## src/rtl/shift_seq_pkg.sv

```systemverilog
// Shared types and helpers for the shift-op sequencer: op and state encodings,
// datapath widths and the bit-reversal used to build SHR/ROL from a left shifter.
package shift_seq_pkg;

  localparam int WIDTH   = 16;
  localparam int SHAMT_W = 4;

  typedef enum logic [1:0] {
    OP_SHL  = 2'b00,
    OP_SHR  = 2'b01,
    OP_ROL  = 2'b10,
    OP_RSVD = 2'b11
  } op_e;

  typedef enum logic [1:0] {
    ST_IDLE,
    ST_PASS1,
    ST_PASS2,
    ST_DONE
  } state_e;

  function automatic logic [WIDTH-1:0] bit_rev(input logic [WIDTH-1:0] x);
    logic [WIDTH-1:0] r;
    for (int i = 0; i < WIDTH; i++) r[i] = x[WIDTH-1-i];
    return r;
  endfunction

endpackage

```

## src/rtl/shift_op_sequencer.sv

```systemverilog
// Front-end controller for a shared left-only log shifter. SHR and ROL are
// built by reversing bits around the shifter, using one or two passes per op.
module shift_op_sequencer
  import shift_seq_pkg::*;
(
  input  logic               clock,
  input  logic               reset,
  input  logic               io_req_valid,
  output logic               io_req_ready,
  input  logic [1:0]         io_req_op,
  input  logic [SHAMT_W-1:0] io_req_shamt,
  input  logic [WIDTH-1:0]   io_req_data,
  output logic               io_resp_valid,
  input  logic               io_resp_ready,
  output logic [WIDTH-1:0]   io_resp_data,
  output logic               io_resp_err,
  output logic [SHAMT_W-1:0] io_sh_shamt,
  output logic [WIDTH-1:0]   io_sh_in,
  input  logic [WIDTH-1:0]   io_sh_out
);

  localparam logic [SHAMT_W:0] WIDTH_EXT = (SHAMT_W+1)'(WIDTH);

  state_e             state, state_nxt;
  op_e                op_q;
  logic [SHAMT_W-1:0] n_q;
  logic [WIDTH-1:0]   data_q;
  logic [WIDTH-1:0]   acc;
  logic               err_q;
  logic [SHAMT_W:0]   comp_shamt;

  // Second ROL pass shifts by WIDTH-n; computed one bit wider so n never wraps early.
  assign comp_shamt = WIDTH_EXT - {1'b0, n_q};

  // NOTE: sequential state uses non-blocking (<=) so every register samples the
  // pre-edge values; blocking here would create order-dependent simulation races.
  always_ff @(posedge clock) begin
    if (!reset) state <= ST_IDLE;
    else        state <= state_nxt;
  end

  // NOTE: every combinationally driven signal gets a default before the case so
  // no path leaves it unassigned, which would otherwise infer a latch.
  always_comb begin
    state_nxt = state;
    case (state)
      ST_IDLE:  if (io_req_valid) state_nxt = ST_PASS1;
      ST_PASS1: state_nxt = (op_q == OP_ROL && n_q != '0) ? ST_PASS2 : ST_DONE;
      ST_PASS2: state_nxt = ST_DONE;
      ST_DONE:  if (io_resp_ready) state_nxt = ST_IDLE;
      default:  state_nxt = ST_IDLE;
    endcase
  end

  always_comb begin
    io_req_ready  = (state == ST_IDLE);
    io_resp_valid = (state == ST_DONE);
    io_sh_shamt   = '0;
    io_sh_in      = '0;
    case (state)
      ST_PASS1: begin
        io_sh_shamt = n_q;
        io_sh_in    = (op_q == OP_SHR) ? bit_rev(data_q) : data_q;
      end
      ST_PASS2: begin
        io_sh_shamt = comp_shamt[SHAMT_W-1:0];
        io_sh_in    = bit_rev(data_q);
      end
      default: ;
    endcase
  end

  always_ff @(posedge clock) begin
    if (!reset) begin
      op_q   <= OP_SHL;
      n_q    <= '0;
      data_q <= '0;
      acc    <= '0;
      err_q  <= 1'b0;
    end else begin
      case (state)
        ST_IDLE: begin
          if (io_req_valid) begin
            op_q   <= op_e'(io_req_op);
            n_q    <= io_req_shamt;
            data_q <= io_req_data;
            err_q  <= (io_req_op == OP_RSVD);
          end
        end
        ST_PASS1: acc <= (op_q == OP_SHR) ? bit_rev(io_sh_out) : io_sh_out;
        ST_PASS2: acc <= acc | bit_rev(io_sh_out);
        default: ;
      endcase
    end
  end

  assign io_resp_data = acc;
  assign io_resp_err  = err_q;

endmodule

```

## config.mk

```make
export PLATFORM = sky130hd
export DESIGN_NAME = shift_op_sequencer
export DESIGN_NICKNAME = d
export VERILOG_FILES = /design/src/rtl/shift_seq_pkg.sv /design/src/rtl/shift_op_sequencer.sv
export SDC_FILE = /design/constraint.sdc
export NUM_CORES = 1
export LEC_CHECK = 0
export ABC_AREA = 1
export CAP_MARGIN = 40
export CELL_PAD_IN_SITES_DETAIL_PLACEMENT = 2
export CELL_PAD_IN_SITES_GLOBAL_PLACEMENT = 2
export CORE_MARGIN = 4
export CORE_UTILIZATION = 21
export DETAILED_ROUTE_END_ITERATION = 16
export HOLD_SLACK_MARGIN = 0.08
export PLACE_DENSITY = 0.85
export SYNTH_ARGS = -nofsm -noshare
export SYNTH_HDL_FRONTEND = slang
export SYNTH_SLANG_ARGS = --single-unit
```

## constraint.sdc

```tcl
create_clock -name clock -period 1.7 [get_ports clock]
set_input_delay 0.34 -clock clock [delete_from_list [all_inputs] [get_ports clock]]
set_output_delay 0.34 -clock clock [all_outputs]
set_load 0.03 [all_outputs]
```

==> results.cfg, run 1 <==
[outcome]
outcome = finished, violations left
violations = setup timing

[pwr]
p_per_area_nw_per_um2 = 2086
ir_drop_mv = 0.9271
cellLeakagePower_uw = 0.001724

[die]
die_width_um = 110.4
die_y_um = 110.4
start_util_pct = 21.43
die-area_um2 = 12190
core_um2 = 10280
fp-row-count = 37
pin_count = 81

[yosys]
yosysUniqueCellTypes = 26
ys.flop_type = dfxtp_1
async_flop_share_pct = 0
syn_inst = 299
synth_xor_area_share_pct = 0.3977
synth_seq_cells = 41
synth_compound_gate_area_share_pct = 26.87
synth_seq_area_share_pct = 37.27
yosys.area.top_type_share_pct = 37.27
synth_area_um2 = 2202
yosys-top-cells-count = 42 x nand2_1, 41 x dfxtp_1, 38 x o21ai_0
netlist_top_cells_area = dfxtp_1 37%, o21ai_0 8.6%, a21oi_1 7.5%
synth-edff-count = 0
synth_adder_area_share_pct = 3.409
avgSynthCellArea_um2 = 7.365
yosysWarnings = 0
syn-num-nets = 347
synthSimpleGateAreaFrac_pct = 23.41
synth.area.mux_share_pct = 0
synth_top_family_by_area = compound AO/OA/AOI/OAI gates
yosysMostFrequentCell = nand2_1
netlist.top_cell.by_area = dfxtp_1

[clock_network]
clk_pin_slew_ns = 0.09
cts_root_buf = clkbuf_8
cts.htree.levels = 2
worstSkewPairLatency_ns = 0.30
clock-sinks = 41
cts_buffers = 5
cts_tree = built
clock_path_buffers = 2
cts_hold_buf = 0

[placement]
post-place-ws_ns = -0.002697
port-buffer-count = 80
dp.cells = 515
dpl.hpwl_mm = 6.471
gp_congestion = 0.7427

[timing]
skew_ns = 0.008866
fin_crit_ns = 1.994
max_freq_ghz = 0.5014
timing.final.crit_share_pct = 117.3
worst_slack_ns = -0.2945
hold_viol_final = 0
hold-worst-slack_ns = 0.4830
rsz0062_at_grt = yes
worst_pin_slew_ns = 0.3308
slew_headroom_pct = 77.71
setup_viol = 36
finalMaxSlewViolations = 0

[grt]
grt_max_degree = 33
grt_pass1_wl_mm = 15.29
grt_pass1_vias = 2882
antenna_found_initial = 0
overflow = 0
grt.total_usage_pct = 15.09

[cells_and_area]
fin_util_pct = 40.82
area_growth_pct = 90.51
nets = 456
antenna_cells = 0
instances_no_fill = 545
drive_gt1_share_pct = 44.01

[drt]
route.detailed.drc = 0
wirelength_mm = 10.09
ant_nets = 0
drt_iter0_markers = 59
vias_per_cell = 4.736
dr.pass1.iters = 4
post_drt_wl_per_cell_um = 18.51
vias = 2581

[hold_path]
hold_path.class = reg -> reg
hold_end = io_resp_err$_SDFFE_PN0P_
worstHoldPathCells = 2
hold_path_startpoint = io_resp_err$_SDFFE_PN0P_

[job]
drv_cap = 0

[worst_setup_path]
cp.required_ns = 1.36
end_kind = output pin
r2r_start = state[0]$_SDFFE_PN0P_
r2r-end = io_resp_data[7]$_SDFFE_PN0P_
arrival_ns = 1.65
reg2reg_slack_ns = -0.12
crit_fanout = 8
r2r_cells = 9
criticalPathCategory = reg -> out
start_kind = flop
registers in the layout, indices dropped and copies added, names as in the netlist:
register and count:
op_q 2, io_resp_err 1, data_q 16, io_resp_data 16
n_q 4, state 2
layout make-up:
class,count,area (um2)
clock buffer,5,68.82
clock inverter,3,65.06
fill,1127,6082
inverter,22,110.1
multi-input combinational,219,1635
sequential,41,833.3
tap,136,170.2
timing repair buffer,118,1304
timing repair inverter,1,8.758
cells by family (layout without fill, tap and decap cells):
family / Yosys count / after routing
simple gates: 112 / 112
compound gates: 100 / 100
flops: 41 / 41
buf+inv: 39 / 149
fa+ha+maj: 6 / 6
xor+xnor: 1 / 1
critical path, cell delays in order (launching register included):
cell	delay, ns
dfxtp_4	0.37
inv_6	0.07
ha_4	0.14
inv_4	0.05
nor2_4	0.10
buf_6	0.12
buf_16	0.13
nand2_2	0.05
a21oi_2	0.17
buf_6	0.15
repair_timing:
item,CTS,global route
pin swaps,6,25
resized for setup,60,86
setup endpoints to repair,24,51
cloned,1,4
setup buffers,9,10
report_power, final:
group	total, uW	switching, uW	internal (uW)
clock	963	378	584
sequential	1630	314	1310
combinational	6160	3440	2730
worst max-delay path by stage:
stage / startpoint / end / cells after the start / slack (ns)
after floorplan: state[0]$_SDFFE_PN0P_ / io_sh_in[11] / 7 / 0.006
after global placement: state[1]$_SDFFE_PN0P_ / io_sh_in[15] / 8 / 0.04
after detailed placement: state[1]$_SDFFE_PN0P_ / io_sh_in[1] / 8 / -0.003
after CTS: state[1]$_SDFFE_PN0P_ / io_sh_in[3] / 9 / -0.31
after global routing: state[1]$_SDFFE_PN0P_ / io_sh_in[2] / 8 / -0.40
final: state[1]$_SDFFE_PN0P_ / io_sh_in[2] / 9 / -0.29
placed cells by master, fill, tap and decap left out, drive strengths merged:
master,count
clkdlybuf4s50,41
o21ai,40
inv,22
bufinv,2
clkinv,2
nand2,54
dlygate4sd2,3
dlymetal6s2s,15
clkbuf,7
nor3,17
ha,6
nand3,1
buf,57
a21oi,43
a211oi,17
xnor2,1
nor2,40
dfxtp,41
through the flow:
stage	power, uW	setup TNS [ns]	instance area (um2)
final	8753	-6.562	4195
after floorplan	4586	0	2410
after detailed placement	5986	-0.002697	3412
after global placement	5780	0	3412
after CTS	7550	-5.092	3809
after global routing	9330	-9.319	4195
metal layers:
| layer | vias to the layer above | global-route usage [%] | part of all wire [%] |
|---|---|---|---|
| met1 | 1291 | 16.90 | 39 |
| met4 | 0 | 2.217 | 0.51 |
| li1 | 1219 | - | - |
| met5 | - | 0 | 0 |
| met2 | 65 | 29.41 | 56 |
| met3 | 6 | 3.288 | 4.1 |
Power figures use the tool's default switching activity.
==> run 2, diff against run 1 <==
--- a/config.mk
+++ b/config.mk
@@ -9,11 +9,11 @@
 export CAP_MARGIN = 40
 export CELL_PAD_IN_SITES_DETAIL_PLACEMENT = 2
 export CELL_PAD_IN_SITES_GLOBAL_PLACEMENT = 2
-export CORE_MARGIN = 4
-export CORE_UTILIZATION = 21
+export CORE_UTILIZATION = 25
 export DETAILED_ROUTE_END_ITERATION = 16
 export HOLD_SLACK_MARGIN = 0.08
-export PLACE_DENSITY = 0.85
+export PLACE_DENSITY = 0.93
+export SETUP_SLACK_MARGIN = 0.3
 export SYNTH_ARGS = -nofsm -noshare
 export SYNTH_HDL_FRONTEND = slang
 export SYNTH_SLANG_ARGS = --single-unit
==> constraint.sdc (replaced) <==
create_clock -name clock -period 2.4 [get_ports clock]
set_input_delay 0.48 -clock clock [delete_from_list [all_inputs] [get_ports clock]]
set_output_delay 0.48 -clock clock [all_outputs]
set_load 0.03 [all_outputs]
==> run 2 against run 1 <==
  * The run now ends clean
  * Via count is 6.5% lower
  * Register-to-register slack improved by 0.81 ns
  * Clock skew grew 0.0041 ns
  * Power fell by 47%
  * Non-clock buffer count fell by 21
  * Highest routed layer unchanged
==> results.cfg, run 2 (synthesis results as in run 1) <==
[worst_setup_path]
crit_fanout = 10
arrival_ns = 1.69
start_kind = flop
r2r-end = io_resp_data[14]$_SDFFE_PN0P_
r2r_start = state[1]$_SDFFE_PN0P_
cp.required_ns = 1.92
reg2reg_slack_ns = 0.69
criticalPathCategory = reg -> out
r2r_cells = 8
end_kind = output pin

[drt]
ant_nets = 0
wirelength_mm = 8.180
drt_iter0_markers = 40
vias = 2412
route.detailed.drc = 0
post_drt_wl_per_cell_um = 16.63
vias_per_cell = 4.902
dr.pass1.iters = 4

[cells_and_area]
area_growth_pct = 55.74
drive_gt1_share_pct = 24.29
final_cell_mix = 58 x clkdlybuf4s50_1, 40 x nand2_1, 38 x o21ai_0, 38 x dfxtp_1, 37 x nor2_1
mostFrequentLayoutCell = clkdlybuf4s50_1
fin_util_pct = 40.92
fillers = 958
nets = 434
antenna_cells = 0
seq_area_um2 = 829.5
multi_input_area_um2 = 1286

[die]
die_y_um = 95.86
core_um2 = 8382
die_width_um = 95.86
start_util_pct = 26.27
fp-row-count = 33
die-area_um2 = 9188
pin_count = 81

[hold_path]
hold_end = io_resp_err$_SDFFE_PN0P_
worstHoldPathCells = 2
hold_path_startpoint = io_resp_err$_SDFFE_PN0P_
hold_path.class = reg -> reg

[timing]
rsz0062_at_grt = yes
setup_viol = 0
max_freq_ghz = 0.4605
skew_ns = 0.01296
hold_viol_final = 0
setup_tns_ns = 0
timing.final.crit_share_pct = 90.48
fin_crit_ns = 2.171
slew_headroom_pct = 74.12
finalMaxSlewViolations = 0
worst_slack_ns = 0.2286
hold-worst-slack_ns = 0.4995
worst_pin_slew_ns = 0.3876

[pwr]
ir_drop_mv = 0.5921
p_per_area_nw_per_um2 = 1354
swShare_pct = 48.23
finalPower_uw = 4643
power_switching_uw = 2239
clockPowerShare_pct = 12.5
cellLeakagePower_uw = 0.001296
p_comb_share_pct = 63.2
intPower_uw = 2404
seq_power_share_pct = 24.3

[job]
drv_cap = 0

[placement]
port-buffer-count = 80
gp_congestion = 0.7705
dpl.hpwl_mm = 5.635
post-place-ws_ns = 0.05206

[clock_network]
clock_path_buffers = 2
cts_buffers = 5
clock-sinks = 41
cts.htree.levels = 2
clk_pin_slew_ns = 0.09
cts_root_buf = clkbuf_8
cts_hold_buf = 0
worstSkewPairLatency_ns = 0.30
cts_tree = built

[grt]
grt.total_usage_pct = 18.66
grt_pass1_wl_mm = 13.12
antenna_found_initial = 0
grt_max_degree = 33
overflow = 0
grt_pass1_vias = 2658

[outcome]
outcome = complete, no violations
==> run 2: cell types whose count changed in the layout (fill, tap and decap cells not counted), moves of 6 or more <==
cell             change
nand2_1             +16
a21oi_4             -12
dlymetal6s2s_1      -13
a21oi_1             +16
a211oi_1             +8
nand2_2             -13
o21ai_0             +14
a211oi_2             -6
buf_6               -11
o21ai_2             -12
clkdlybuf4s50_1     +17
==> run 2: power by group through the flow <==
| stage | Sequential [uW] | Combinational, uW | Clock (uW) |
|---|---|---|---|
| 2_1_floorplan | 1270 | 1630 | 0 |
| 3_3_place_gp | 1090 | 2440 | 0 |
| 3_5_place_dp | 1110 | 2560 | 0 |
| 4_1_cts | 1130 | 2880 | 590 |
| 5_1_grt | 1160 | 3200 | 626 |
| 6_report | 1130 | 2930 | 581 |
==> run 2: cell type report <==
type	instances	area share, %
clock buffers	6	2.116
clock inverters	2	1.131
inverters	22	2.627
multi-input cells	219	37.50
flip-flops and latches	41	24.19
well taps	105	3.831
repair buffers	97	28.60
==> run 2: what timing repair did <==
item                       CTS  global route
pin swaps                    4             4
buffers inserted             8             2
gates resized for setup     30            16
setup endpoints to repair   22            21
==> run 2: worst max path at each step <==
stage | startpoint | endpoint | slack [ns] | cells past startpoint
floorplan | state[0]$_SDFFE_PN0P_ | io_sh_shamt[3] | 0.33 | 6
global placement | state[1]$_SDFFE_PN0P_ | io_sh_in[2] | 0.20 | 7
detailed placement | state[1]$_SDFFE_PN0P_ | io_sh_in[0] | 0.05 | 7
CTS | state[1]$_SDFFE_PN0P_ | io_sh_in[0] | 0.25 | 8
global route | state[1]$_SDFFE_PN0P_ | io_sh_in[1] | 0.16 | 8
finish | state[1]$_SDFFE_PN0P_ | io_sh_in[10] | 0.23 | 8
==> run 2: through the flow <==
stage | instance area [um2] | cells
after global placement | 3038 | 474
after CTS | 3348 | 490
after detailed placement | 3038 | 474
after global routing | 3430 | 492
after floorplan | 2211 | 299
final | 3430 | 492
==> run 2: critical path, cell delays in order, from the launching register on <==
cell	delay (ns)
dfxtp_4	0.37
inv_4	0.08
ha_4	0.15
inv_4	0.05
o21ai_4	0.19
buf_12	0.16
nand2_2	0.07
a21oi_4	0.16
buf_6	0.15
==> run 2: metal layers <==
metal	part of all wire, %	global-route usage (%)	vias up	wire length [um]
met5	0	0	-	0
met4	0.43	2.736	0	35
met3	5.9	5.055	4	484
met2	53	36.55	68	4347
met1	40	20.15	1165	3311
li1	-	-	1175	-
